File: src/rtl/bus_pkg.sv
// Shared definitions for the two-master data-bus arbiter: FSM encoding,
// master identifiers and default bus widths.
package bus_pkg;

  typedef enum logic {
    IDLE = 1'b0,
    BUSY = 1'b1
  } bus_state_e;

  localparam logic MASTER_CPU = 1'b0;
  localparam logic MASTER_AUX = 1'b1;

  localparam int DEF_AW = 32;
  localparam int DEF_DW = 32;
  localparam int TCNT_W = 8;

endpackage

File: src/rtl/rr_pick2.sv
// Combinational two-way round-robin choice: on a tie the master that did not
// own the bus last time wins.
module rr_pick2
  import bus_pkg::*;
(
  input  logic req0,
  input  logic req1,
  input  logic last,
  output logic grant,
  output logic owner
);

  always_comb begin
    grant = req0 | req1;
    owner = MASTER_CPU;
    if (req0 && req1) begin
      owner = ~last;
    end else if (req1) begin
      owner = MASTER_AUX;
    end
  end

endmodule

File: src/rtl/bus_arbiter.sv
// Two-master, one-slave data-bus arbiter. Grants are held until the slave
// acks, the owner drops its strobe, or the BUSY timeout expires.
module bus_arbiter
  import bus_pkg::*;
#(
  parameter int          AW      = DEF_AW,
  parameter int          DW      = DEF_DW,
  parameter int unsigned TIMEOUT = 255
) (
  input  logic          clk,
  input  logic          reset,
  input  logic [AW-1:0] m0_addr,
  input  logic [DW-1:0] m0_data_o,
  input  logic          m0_we,
  input  logic          m0_stb,
  output logic [DW-1:0] m0_data_i,
  output logic          m0_ack,
  output logic          m0_err,
  input  logic [AW-1:0] m1_addr,
  input  logic [DW-1:0] m1_data_o,
  input  logic          m1_we,
  input  logic          m1_stb,
  output logic [DW-1:0] m1_data_i,
  output logic          m1_ack,
  output logic          m1_err,
  output logic [AW-1:0] s_addr,
  output logic [DW-1:0] s_data_o,
  output logic          s_we,
  output logic          s_stb,
  input  logic [DW-1:0] s_data_i,
  input  logic          s_ack
);

  localparam logic [TCNT_W-1:0] TLIMIT = TCNT_W'(TIMEOUT - 1);

  bus_state_e        state, state_nx;
  logic              owner, owner_nx;
  logic              last, last_nx;
  logic [TCNT_W-1:0] tcnt, tcnt_nx;

  logic pick_grant;
  logic pick_owner;
  logic busy;
  logic own_stb;
  logic xfer_ack;
  logic xfer_err;

  rr_pick2 u_pick (
    .req0  (m0_stb),
    .req1  (m1_stb),
    .last  (last),
    .grant (pick_grant),
    .owner (pick_owner)
  );

  always_ff @(posedge clk or negedge reset) begin
    if (!reset) begin
      state <= IDLE;
      owner <= MASTER_CPU;
      last  <= MASTER_AUX;
      tcnt  <= '0;
    end else begin
      state <= state_nx;
      owner <= owner_nx;
      last  <= last_nx;
      tcnt  <= tcnt_nx;
    end
  end

  assign busy     = (state == BUSY);
  assign own_stb  = busy & ((owner == MASTER_AUX) ? m1_stb : m0_stb);
  assign xfer_ack = own_stb & s_ack;
  // Ack has priority over an expiring timeout in the same cycle.
  assign xfer_err = own_stb & ~s_ack & (tcnt == TLIMIT);

  always_comb begin
    state_nx = state;
    owner_nx = owner;
    last_nx  = last;
    tcnt_nx  = tcnt;
    case (state)
      IDLE: begin
        if (pick_grant) begin
          state_nx = BUSY;
          owner_nx = pick_owner;
          tcnt_nx  = '0;
        end
      end
      BUSY: begin
        // Completion, abort and timeout all hand priority to the other master.
        if (!own_stb || xfer_ack || xfer_err) begin
          state_nx = IDLE;
          last_nx  = owner;
        end else if (tcnt != '1) begin
          tcnt_nx = tcnt + 1'b1;
        end
      end
      default: state_nx = IDLE;
    endcase
  end

  always_comb begin
    s_addr    = '0;
    s_data_o  = '0;
    s_we      = 1'b0;
    s_stb     = 1'b0;
    m0_ack    = 1'b0;
    m0_err    = 1'b0;
    m0_data_i = '0;
    m1_ack    = 1'b0;
    m1_err    = 1'b0;
    m1_data_i = '0;
    if (busy) begin
      s_stb = own_stb & ~xfer_err;
      if (owner == MASTER_AUX) begin
        s_addr    = m1_addr;
        s_data_o  = m1_data_o;
        s_we      = m1_we;
        m1_ack    = xfer_ack;
        m1_err    = xfer_err;
        m1_data_i = xfer_ack ? s_data_i : '0;
      end else begin
        s_addr    = m0_addr;
        s_data_o  = m0_data_o;
        s_we      = m0_we;
        m0_ack    = xfer_ack;
        m0_err    = xfer_err;
        m0_data_i = xfer_ack ? s_data_i : '0;
      end
    end
  end

endmodule
File: config.mk
export PLATFORM = sky130hd
export DESIGN_NAME = bus_arbiter
export DESIGN_NICKNAME = d
export VERILOG_FILES = /design/src/rtl/bus_pkg.sv /design/src/rtl/rr_pick2.sv /design/src/rtl/bus_arbiter.sv
export SDC_FILE = /design/constraint.sdc
export NUM_CORES = 1
export LEC_CHECK = 0
export BUFFER_PORTS_ARGS = -buffer_cell sky130_fd_sc_hd__buf_2
export CAP_MARGIN = 20
export CORE_AREA = 2 2 116 118
export CTS_CLUSTER_DIAMETER = 40
export DETAILED_ROUTE_END_ITERATION = 6
export DIE_AREA = 0 0 118 120
export PLACE_DENSITY_LB_ADDON = 0.25
export SLEW_MARGIN = 20
export SYNTH_ARGS = -nofsm -noshare
export SYNTH_HDL_FRONTEND = slang
export SYNTH_SLANG_ARGS = --single-unit
File: constraint.sdc
create_clock -name clk -period 2.9 [get_ports clk]
set_input_delay 0.145 -clock clk [delete_from_list [all_inputs] [get_ports clk]]
set_output_delay 0.145 -clock clk [all_outputs]
set_load 0.03 [all_outputs]
# Word level (Yosys, flattened, before mapping)
# Index checks and enable logic that the tools add are counted.
# op_classes
add_sub_neg	1
n_reduce_logical	7
bitwise_logic	10
mux	30
n_eq_ne	5
# ops
op	count
two-way mux 32 bit	9
two-way mux 8 bit	3
two-way mux 1 bit	16
case mux 8 bit (2 select lines)	1
adder 8 x 1 -> 8 bit, second input constant	1
== test 8 bit, second input constant	1
inequality test 8 bit, second input constant	1
AND 1 bit	5
inequality test 2 bit, second input constant	2
NOT 1 bit	4
AND reduction 2 bit	2
AND reduction 3 bit	1
logical OR 1 bit	2
inequality test 2 x 1 -> 1 bit, second input constant	1
case mux 1 bit (2 select lines)	1
logical AND 1 bit	1
zero test 1 bit	1
OR 1 bit	1
# word_totals
output_inout_bits	134
register_bits	11
input_bits	167
word_cells	57

# Depth between registers and ports, before layout
# logic_depth
word_depth	7
mapped_depth	6
ltp_nobuf	5

# Cells and area by module
# From an unflattened synthesis, not the netlist that was laid out.
# unflattened
cells_unflattened	286
hier_area_um2	2218.4
# modules_own_cells
mod	instances	area_each_um2	seq_area_each_um2	cells_each
bus_arbiter	1	2204.6	276.5	284
rr_pick2	1	13.8	0.0	2

# Worst setup path after synthesis
# No wires, ideal clock.
# synth_path
path_type	register -> output
from	reg state (netlist: busy)
to	out m0_data_i[22]
stages_incl_launch_ff	6
slack_ns	0.880
path_buffers	2
arrival_time_ns	1.875
cell_sequence	dfrtp_1 -> inv_1 -> clkbuf_1 -> nor4b_2 -> clkbuf_1 -> and2_1
# synth_between
elab_chain_len	5
# synth_rtl
element	line	source
from (decl)	bus_arbiter.sv:36	bus_state_e state, state_nx;
from (signal assigned)	bus_arbiter.sv:63	state <= state_nx;
AND 1 bit	bus_arbiter.sv:71	assign own_stb = busy & ((owner == MASTER_AUX) ? m1_stb : m0_stb);
AND 1 bit	bus_arbiter.sv:72	assign xfer_ack = own_stb & s_ack;
two-way mux 32 bit	bus_arbiter.sv:128	m0_data_i = xfer_ack ? s_data_i : '0;
two-way mux 32 bit	bus_arbiter.sv:115	if (owner == MASTER_AUX) begin
two-way mux 32 bit *	bus_arbiter.sv:113	if (busy) begin
to (decl)	bus_arbiter.sv:16	output logic [DW-1:0] m0_data_i,
# Every way passes the cells marked *; elsewhere a longest branch is shown, timed or not.

# Worst setup path in the final report
# layout_path
from	reg state (netlist: busy)
to	out m1_err
# layout_between
elab_chain_len	5
# layout_rtl
element	line	source
AND 1 bit	bus_arbiter.sv:71	
AND 1 bit (2 in series)	bus_arbiter.sv:74	assign xfer_err = own_stb & ~s_ack & (tcnt == TLIMIT);
two-way mux 1 bit	bus_arbiter.sv:115	
two-way mux 1 bit *	bus_arbiter.sv:113	
to (decl)	bus_arbiter.sv:25	output logic m1_err,
# Marked as above.

==> results.toml <==
[critical_path]
worst-path-buf-inv = 2
start_kind = "flip-flop"
cp_data_arrival_time_ns = 2.01
critPathMaxStageDelay_ns = 0.63
crit_start = "busy"
path_delay_family = "simple AND/OR/NAND/NOR gates"
critPathCaptureType = "output port"
crit_cells = 4
reg2regPathDepth = 4
path_max_fanout = 9
slowest_stage = "nor3_1"
r2r-start = "busy"
required_ns = 2.76
cp_cell_sequence = "inv_2 > nor3_1 > and3_1 > buf_2"
critical_path_class = "flip-flop to output port"

[routing]
ant_nets = 0
num_vias = 3128
drtIter0Drc = 94
wl_mm = 10.2
drc = 0
dr.pass1.iters = 4
wl_per_cell_um = 13.6
vias_per_cell = 4.17

[pwr]
vdd_drop_max_mv = 0.446
p_total_uw = 2900
leakage_uw = 0.00240
power_density_nw_per_um2 = 759

[sta]
period_minus_slack_ns = 2.15
max_freq_ghz = 0.464
worst_pin_slew_ns = 0.719
finalCritPeriodShare = 0.742
clock_skew_ns = 0.00412
setup_violations = 0
finalMaxSlewViolations = 0
rsz0062_at_grt = "no"
slew_headroom = 0.517
hold_viol_final = 0
setup_tns_ns = 0

[final_layout]
finalInstanceArea_um2 = 3830
syn2layout_area_growth_pct = 86.9
seqCellArea_um2 = 280
antenna_cells = 0
multi_input_area_um2 = 1670
nNetsFinal = 744
drive_above_1_share = 0.545
stdcell_count = 750
nFillCells = 1419

[clocking]
cts.sinks = 11
cts_root_buffer = "clkbuf_16"
cts_setup_buffers = 0
htree_num_levels = 1
post_cts_resized = 0
cts_inserted_buffers = 3
clkLatencyLatePin_ns = 0.24
cts_tree = "done"
clk_path_buf_depth = 2
hold_buffers = 1
path_clk_slew_ns = 0.04

[placement]
dp_hpwl_mm = 8.55
placed_area_um2 = 3740
place_congestion = 0.856
io_buffers = 300
dp_cells = 745

[global_route]
grt_util_all_layers = 0.130
first_global_vias = 2974
grt_pass1_wl_mm = 15.1
grt_max_degree = 68
gr-total-overflow = 0
antenna_found_initial = 0

[yosys]
syn-num-nets = 457
syn-cell-area_um2 = 2050
synth_cell_type_count = 32
netlist_instances = 288
synth.largest_area_cell = "mux2i_1"
synth-edff-count = 0
synth_top_family_by_area = "simple AND/OR/NAND/NOR gates"
muxShareOfSynthArea = 0.343
synthAdderAreaFrac = 0.0122
synth_compound_area_frac = 0.0611
ys_top_cells_by_area = "mux2i_1 (34%), and2_1 (19%), nor2_1 (12%)"
yosysWarnings = 0
ys.flop_type = "dfrtp_1"
synth-xor-area-share = 0
yosysSeqAreaShare = 0.135
avgSynthCellArea_um2 = 7.11
netlist.area_leader.share = 0.337
ys_seq_elements = 11
synthSimpleGateAreaFrac = 0.395
synth_async_sr_flop_share = 1.00

[floorplan]
io_pins = 301
start_util = 0.158
die_h_um = 120
row_count = 42
core_area_um2 = 13000
die_width_um = 118
die_area_um2 = 14200

[run]
drv_cap = 0

[min_path]
holdPathStages = 2
worstHoldStart = "m1_stb"
min_path_type = "input port to flip-flop"

[status]
status = "completed"
worst paths after layout:
| path | to | slack, ns |
|---|---|---|
| setup / recovery | m1_err | 0.75 |
| hold / removal | owner | 0.25 |
| hold reg to reg | tcnt[5] | 0.53 |
| max in group asynchronous | last | 2.31 |
| setup reg to reg | tcnt[6] | 0.88 |
| min in group asynchronous | owner | 0.31 |
power by group:
part           switching (µW)  leakage, µW  total (µW)  internal (µW)
Clock                    72.3    0.0000382         257            185
Sequential               83.3     0.000142         299            215
Combinational            1560      0.00222        2350            789
cell type report:
type | count | area share
multi-input cells | 249 | 0.438
repair buffers | 305 | 0.406
flip-flops and latches | 11 | 0.0733
well taps | 176 | 0.0576
clock buffers | 4 | 0.0206
inverters | 5 | 0.00491
cell usage after synthesis, types with 2 or more instances:
| cell type | count |
|---|---|
| dfrtp_1 | 10 |
| nand2b_1 | 2 |
| nand2_1 | 10 |
| and2_1 | 62 |
| o21ai_0 | 5 |
| nand3_1 | 3 |
| and4_1 | 2 |
| nor3_1 | 3 |
| clkbuf_1 | 14 |
| nor2_1 | 68 |
| and3_1 | 4 |
| inv_1 | 5 |
| ha_1 | 2 |
| buf_1 | 7 |
| mux2i_1 | 69 |
| a31oi_1 | 6 |
cells by family (layout without fill, tap and decap cells):
| group | Yosys count | count (layout) |
|---|---|---|
| AO/OA/AOI/OAI | 18 | 18 |
| AND/OR/NAND/NOR | 159 | 159 |
| multiplexers | 70 | 70 |
| adder cells (fa/ha/maj) | 2 | 2 |
| flip-flops | 11 | 11 |
| buffers and inverters | 28 | 314 |
through the flow:
stage	worst slack (ns)	utilization	hold WS, ns
final	0.747	0.295	0.254
after global routing	0.630	0.295	0.274
after CTS	0.765	0.295	0.269
after detailed placement	0.891	0.288	0.0456
after global placement	0.944	0.288	0.0423
after floorplan	0.880	-	-0.151
sequential cells by signal, indices dropped and copies added, names as in the netlist:
register / count
tcnt: 8
busy: 1
last: 1
owner: 1
cells in the final DEF, fill, tap and decap left out, drive strengths merged, types with 5 or more instances in the layout:
master  count
mux2i      69
and2       62
a31oi       6
nor2       68
dfrtp      10
inv         5
nand2      10
o21ai       5
buf       304
worst reg2reg max path, delay by kind of cell (launching register included):
kind / cells / cell delay, ns
and+or+nand+nor: 1 / 0.50
DFF: 1 / 0.51
buffers and inverters: 1 / 0.15
AOI/OAI and AO/OA: 2 / 0.72
metal layers:
metal	up-vias	track usage	routed length, µm
met2	191	0.235	4970
li1	1545	-	-
met1	1384	0.160	4250
met4	0	0.0294	141
met5	-	0	0
met3	8	0.0219	852
Power figures use the tool's default switching activity.
